[src/rtl/instr_fetch_unit.sv]
`default_nettype none
// ============================================================================
// Module   : instr_fetch_unit
// Brief    : Single-outstanding instruction fetch unit. Fetches from a
//            same-cycle-ack instruction memory, issues one word at a time
//            to decode, and computes the next PC (sequential, branch, jump).
//            Optional macro IFU_ILLEGAL_OP_HALT_EN halts on unsupported
//            opcodes and raises a sticky illegal_op flag.
// Revision : 1.0 - initial release
// ============================================================================
module instr_fetch_unit #(
    parameter logic [31:0] RESET_PC = 32'h0000_0000
) (
    input  logic        clk,
    input  logic        reset,
    output logic        imem_req,
    output logic [31:0] imem_addr,
    input  logic        imem_ack,
    input  logic [31:0] imem_rdata,
    output logic        instr_valid,
    input  logic        instr_ready,
    output logic [31:0] instr,
    output logic [5:0]  op_code,
    output logic [31:0] pc_plus4,
    input  logic        Jump,
    input  logic        Branch,
    input  logic        zero,
    output logic        illegal_op
);

    typedef enum logic [1:0] {
        IDLE  = 2'd0,
        FETCH = 2'd1,
        ISSUE = 2'd2,
        HALT  = 2'd3
    } state_t;

    state_t      state_q, state_d;
    logic [31:0] pc_q, pc_d;
    logic [31:0] instr_q, instr_d;
    logic [31:0] pc_plus4_q, pc_plus4_d;
    logic [31:0] w_branch_off;
    logic [31:0] w_next_pc;
    logic        w_op_legal;

`ifdef IFU_ILLEGAL_OP_HALT_EN
    logic        illegal_op_q, illegal_op_d;

    // Classify the incoming memory word against the supported opcode set
    always_comb begin
        case (imem_rdata[31:26])
            6'b000000, 6'b001000, 6'b100011, 6'b101011,
            6'b001100, 6'b000100, 6'b000011: w_op_legal = 1'b1;
            default:                         w_op_legal = 1'b0;
        endcase
    end

    assign illegal_op = illegal_op_q;
`else
    // Every opcode is issued; the flag never rises
    assign w_op_legal = 1'b1;
    assign illegal_op = 1'b0;
`endif

    // Next PC for the issued instruction: jump beats branch beats sequential
    always_comb begin
        w_branch_off = {{14{instr_q[15]}}, instr_q[15:0], 2'b00};
        if (Jump)
            w_next_pc = {pc_plus4_q[31:28], instr_q[25:0], 2'b00};
        else if (Branch && zero)
            w_next_pc = pc_plus4_q + w_branch_off;
        else
            w_next_pc = pc_plus4_q;
    end

    // FSM next-state and datapath register updates
    always_comb begin
        state_d    = state_q;
        pc_d       = pc_q;
        instr_d    = instr_q;
        pc_plus4_d = pc_plus4_q;
`ifdef IFU_ILLEGAL_OP_HALT_EN
        illegal_op_d = illegal_op_q;
`endif
        case (state_q)
            IDLE: state_d = FETCH;
            FETCH: begin
                if (imem_ack) begin
                    instr_d    = imem_rdata;
                    pc_plus4_d = pc_q + 32'd4;
                    if (w_op_legal) begin
                        state_d = ISSUE;
                    end else begin
                        state_d = HALT;
`ifdef IFU_ILLEGAL_OP_HALT_EN
                        illegal_op_d = 1'b1;
`endif
                    end
                end
            end
            ISSUE: begin
                // Control inputs only matter on the accept cycle
                if (instr_ready) begin
                    pc_d    = w_next_pc;
                    state_d = FETCH;
                end
            end
            HALT: state_d = HALT;
            default: state_d = IDLE;
        endcase
    end

    // State registers; reset discards any same-cycle ack or accept
    always_ff @(posedge clk) begin
        if (reset) begin
            state_q    <= IDLE;
            pc_q       <= RESET_PC;
            instr_q    <= 32'h0;
            pc_plus4_q <= 32'h0;
`ifdef IFU_ILLEGAL_OP_HALT_EN
            illegal_op_q <= 1'b0;
`endif
        end else begin
            state_q    <= state_d;
            pc_q       <= pc_d;
            instr_q    <= instr_d;
            pc_plus4_q <= pc_plus4_d;
`ifdef IFU_ILLEGAL_OP_HALT_EN
            illegal_op_q <= illegal_op_d;
`endif
        end
    end

    assign imem_req    = (state_q == FETCH);
    assign instr_valid = (state_q == ISSUE);
    assign imem_addr   = pc_q;
    assign instr       = instr_q;
    assign op_code     = instr_q[31:26];
    assign pc_plus4    = pc_plus4_q;

endmodule
`default_nettype wire

[config.mk]
export PLATFORM = sky130hd
export DESIGN_NAME = instr_fetch_unit
export DESIGN_NICKNAME = d
export VERILOG_FILES = /design/src/rtl/instr_fetch_unit.sv
export SDC_FILE = /design/constraint.sdc
export NUM_CORES = 1
export LEC_CHECK = 0
export ABC_AREA = 0
export CAP_MARGIN = 25
export CORE_ASPECT_RATIO = 1.1
export CORE_MARGIN = 3
export CORE_UTILIZATION = 51
export CTS_BUF_LIST = sky130_fd_sc_hd__clkbuf_8 sky130_fd_sc_hd__clkbuf_16
export CTS_CLUSTER_DIAMETER = 200
export DETAILED_ROUTE_END_ITERATION = 8
export GPL_ROUTABILITY_DRIVEN = 0
export GPL_TIMING_DRIVEN = 0
export HOLD_SLACK_MARGIN = 0.12
export PLACE_DENSITY = 0.8
export SYNTH_ARGS = -nofsm -noshare
export SYNTH_HDL_FRONTEND = slang
export SYNTH_SLANG_ARGS = --single-unit
[constraint.sdc]
create_clock -name clk -period 3.13 [get_ports clk]
set_clock_uncertainty 0.2 [all_clocks]
set_input_delay 0.626 -clock clk [delete_from_list [all_inputs] [get_ports clk]]
set_output_delay 0.626 -clock clk [all_outputs]
set_load 0.01 [all_outputs]
==> results.py <==
metrics = {
    "floorplanning": {
        "row_count": 41,
        "die_y_um": 120,
        "ios": 144,
        "initial_core_util": 0.525,
        "coreArea_mm2": 0.0115,
        "die_area_mm2": 0.0132,
        "die_x_um": 110,
    },
    "synthesis": {
        "ys_ff_latch": 98,
        "yosysTopAreaCellShare": 0.324,
        "yosysUniqueCellTypes": 68,
        "ys_async_sr_fraction": 0,
        "synth_top_cell_by_area": "dfxtp_1",
        "avgSynthCellArea_um2": 7.69,
        "synth_flop_cell": "dfxtp_1",
        "syn-num-nets": 858,
        "yosysMostFrequentCell": "nand2_1",
        "ys_top_cells_by_count": "nand2_1 (146), dfxtp_1 (98), a21oi_1 (81), nor2_1 (66), clkbuf_1 (41)",
        "synth-seq-area-share": 0.324,
        "synth_area_leaders": "dfxtp_1 (32%), nand2_1 (9.0%), a21oi_1 (6.7%)",
        "synth_edf_count": 0,
        "synth-warning-count": 0,
        "syn_inst": 788,
        "syn_area_mm2": 0.00606,
    },
    "job": {
        "drv_cap": 0,
    },
    "place": {
        "port_buffers": 141,
        "hpwl_um": 15400,
        "pre_cts_slack_ns": -0.180,
        "place_inst": 1079,
        "placed_area_mm2": 0.00766,
    },
    "timing": {
        "rsz0062_at_grt": "no",
        "slew_violations": 0,
        "min_period_ns": 2.97,
        "tightest_slew_ns": 1.01,
        "period_share": 0.950,
        "finalHoldViolCount": 0,
        "layout_setup_ws_ns": 0.156,
        "timing.slew.headroom": 0.325,
        "max_freq_mhz": 336,
        "setup_viol_count_final": 0,
        "tns_ns": 0,
    },
    "route": {
        "drcViolationCount": 0,
        "wl_per_cell_um": 18.9,
        "vias": 6537,
        "vias_per_cell": 5.98,
        "drtPass1Iterations": 5,
        "ant_nets": 0,
        "met2_length_um": 9990,
        "wl_met3_um": 1700,
        "top_layer": "met4",
        "routed_wl_um": 20700,
        "wl_met1_um": 8240,
        "drtIter0Drc": 474,
    },
    "worst_setup_path": {
        "critPathMaxStageDelay_ns": 0.84,
        "crit_fanout": 10,
        "crit_required_ns": 3.20,
        "crit_family": "buffers and inverters",
        "end_kind": "flip-flop",
        "path_cells": "clkdlybuf4s50_1, nand2_1, clkbuf_1, clkbuf_1, nor2_1, o211ai_1, a31oi_1",
        "cp.arrival_ns": 3.04,
        "cpMostUsedCell": "clkbuf_1",
        "cp-start-kind": "input pin",
        "critPathSlowestCell": "nor2_1",
        "path_class": "in -> reg",
        "worst-path-buf-inv": 3,
    },
    "layout": {
        "multi_input_area_mm2": 0.00381,
        "fillCellCount": 972,
        "stdcell_count": 1094,
        "drive_above_1_share": 0.0508,
        "nets": 1010,
        "syn2layout_area_growth_pct": 31.7,
        "finalInstanceArea_mm2": 0.00798,
        "regArea_mm2": 0.00197,
        "n_antenna_cell": 0,
    },
    "global_routing": {
        "grt_max_degree": 22,
        "grt_use_total": 0.318,
        "grt_pass1_vias": 6304,
        "overflow": 0,
        "antenna_found_initial": 0,
        "grt_pass1_wl_um": 32700,
    },
    "clock_tree": {
        "cts.path.max_buffers": 2,
        "clkSinkCount": 98,
        "cts_tree": "yes",
        "cts-root-buf": "clkbuf_16",
        "hold_buffers": 0,
        "htree_levels": 3,
        "clk-insertion-delay-late_ns": 0.34,
        "cts_inserted_buffers": 9,
        "clk_pin_slew_ns": 0.07,
    },
    "hold_path": {
        "holdCritPathClass": "reg -> reg",
    },
    "power_and_ir_drop": {
        "p_total_mw": 3.15,
        "p_per_area_mw_per_mm2": 395,
        "max-vdd-ir-drop_mv": 0.302,
        "p_leak_nw": 2.86,
    },
    "run_status": {
        "run_status": "finished clean",
    },
}
==> tightest hold or removal path, cell delays in order, from the launching register on <==
cell and delay (ns):
dfxtp_1 0.32, nand2_1 0.06, a21oi_1 0.05
==> stage by stage <==
| stage | util | hold WS, ns |
|---|---|---|
| 4_1_cts | 0.690 | 0.271 |
| 5_1_grt | 0.692 | 0.298 |
| 2_1_floorplan | - | 0.284 |
| 3_5_place_dp | 0.664 | 0.261 |
| 3_3_place_gp | 0.664 | 0.258 |
| 6_report | 0.692 | 0.273 |
==> state kept, by name, indices dropped and copies added (netlist names) <==
name	cells
pc_plus4	32
instr	32
state_q	2
imem_addr	32
==> cells by family after synthesis <==
family,synth area share
buffers and inverters,0.0500
DFF,0.324
and+or+nand+nor,0.223
adders and majority gates,0.0652
AOI/OAI and AO/OA,0.270
muxes,0.00495
xor gates and xnor gates,0.0621
other,0.000619
==> report_power, final <==
part           switching, mW  internal [mW]
clock                  0.495          0.660
sequential            0.0772           1.30
combinational          0.336          0.281
==> cells in the final DEF, fill, tap and decap left out, drive strengths merged, types with 11 or more instances in the layout <==
master	netlist	layout
a211oi	41	41
a21o	16	16
a21oi	82	82
a311oi	11	11
buf	16	16
clkbuf	41	52
clkdlybuf4s50	0	141
dfxtp	98	98
ha	30	30
inv	12	12
nand2	146	146
nand3	21	21
nor2	66	66
o211ai	16	16
o21ai	32	32
or3	12	12
xnor2	17	17
xor2	26	26
==> final timing paths <==
check,to,start,slack (ns),depth (start not counted)
worst max-delay path,imem_addr[18],instr_ready,0.16,7
worst min-delay path,instr[28],instr[28],0.27,2
worst max register to register,imem_addr[24],instr[0],0.22,9
worst min register to register,instr[28],instr[28],0.27,2
==> area by class of cell <==
type	count	share of cell area
inverters	12	0.00564
multi-input cells	621	0.478
clock inverters	4	0.00643
repair buffers	141	0.177
clock buffers	11	0.0317
well taps	150	0.0235
flip-flops and latches	98	0.246
plain buffers	57	0.0323
==> layer usage <==
metal	up-vias	track usage
met5	-	0
met3	55	0.0432
met2	287	0.517
met1	3052	0.423
li1	3143	-
met4	0	0.127
==> repair_timing <==
item / 4_1_cts / 5_1_grt
buffers inserted: 0 / 0
endpoints found under the setup margin: 6 / 4
resized for setup: 1 / 3
pin swaps: 0 / 0
No activity file was read; power rests on OpenSTA's default activity.
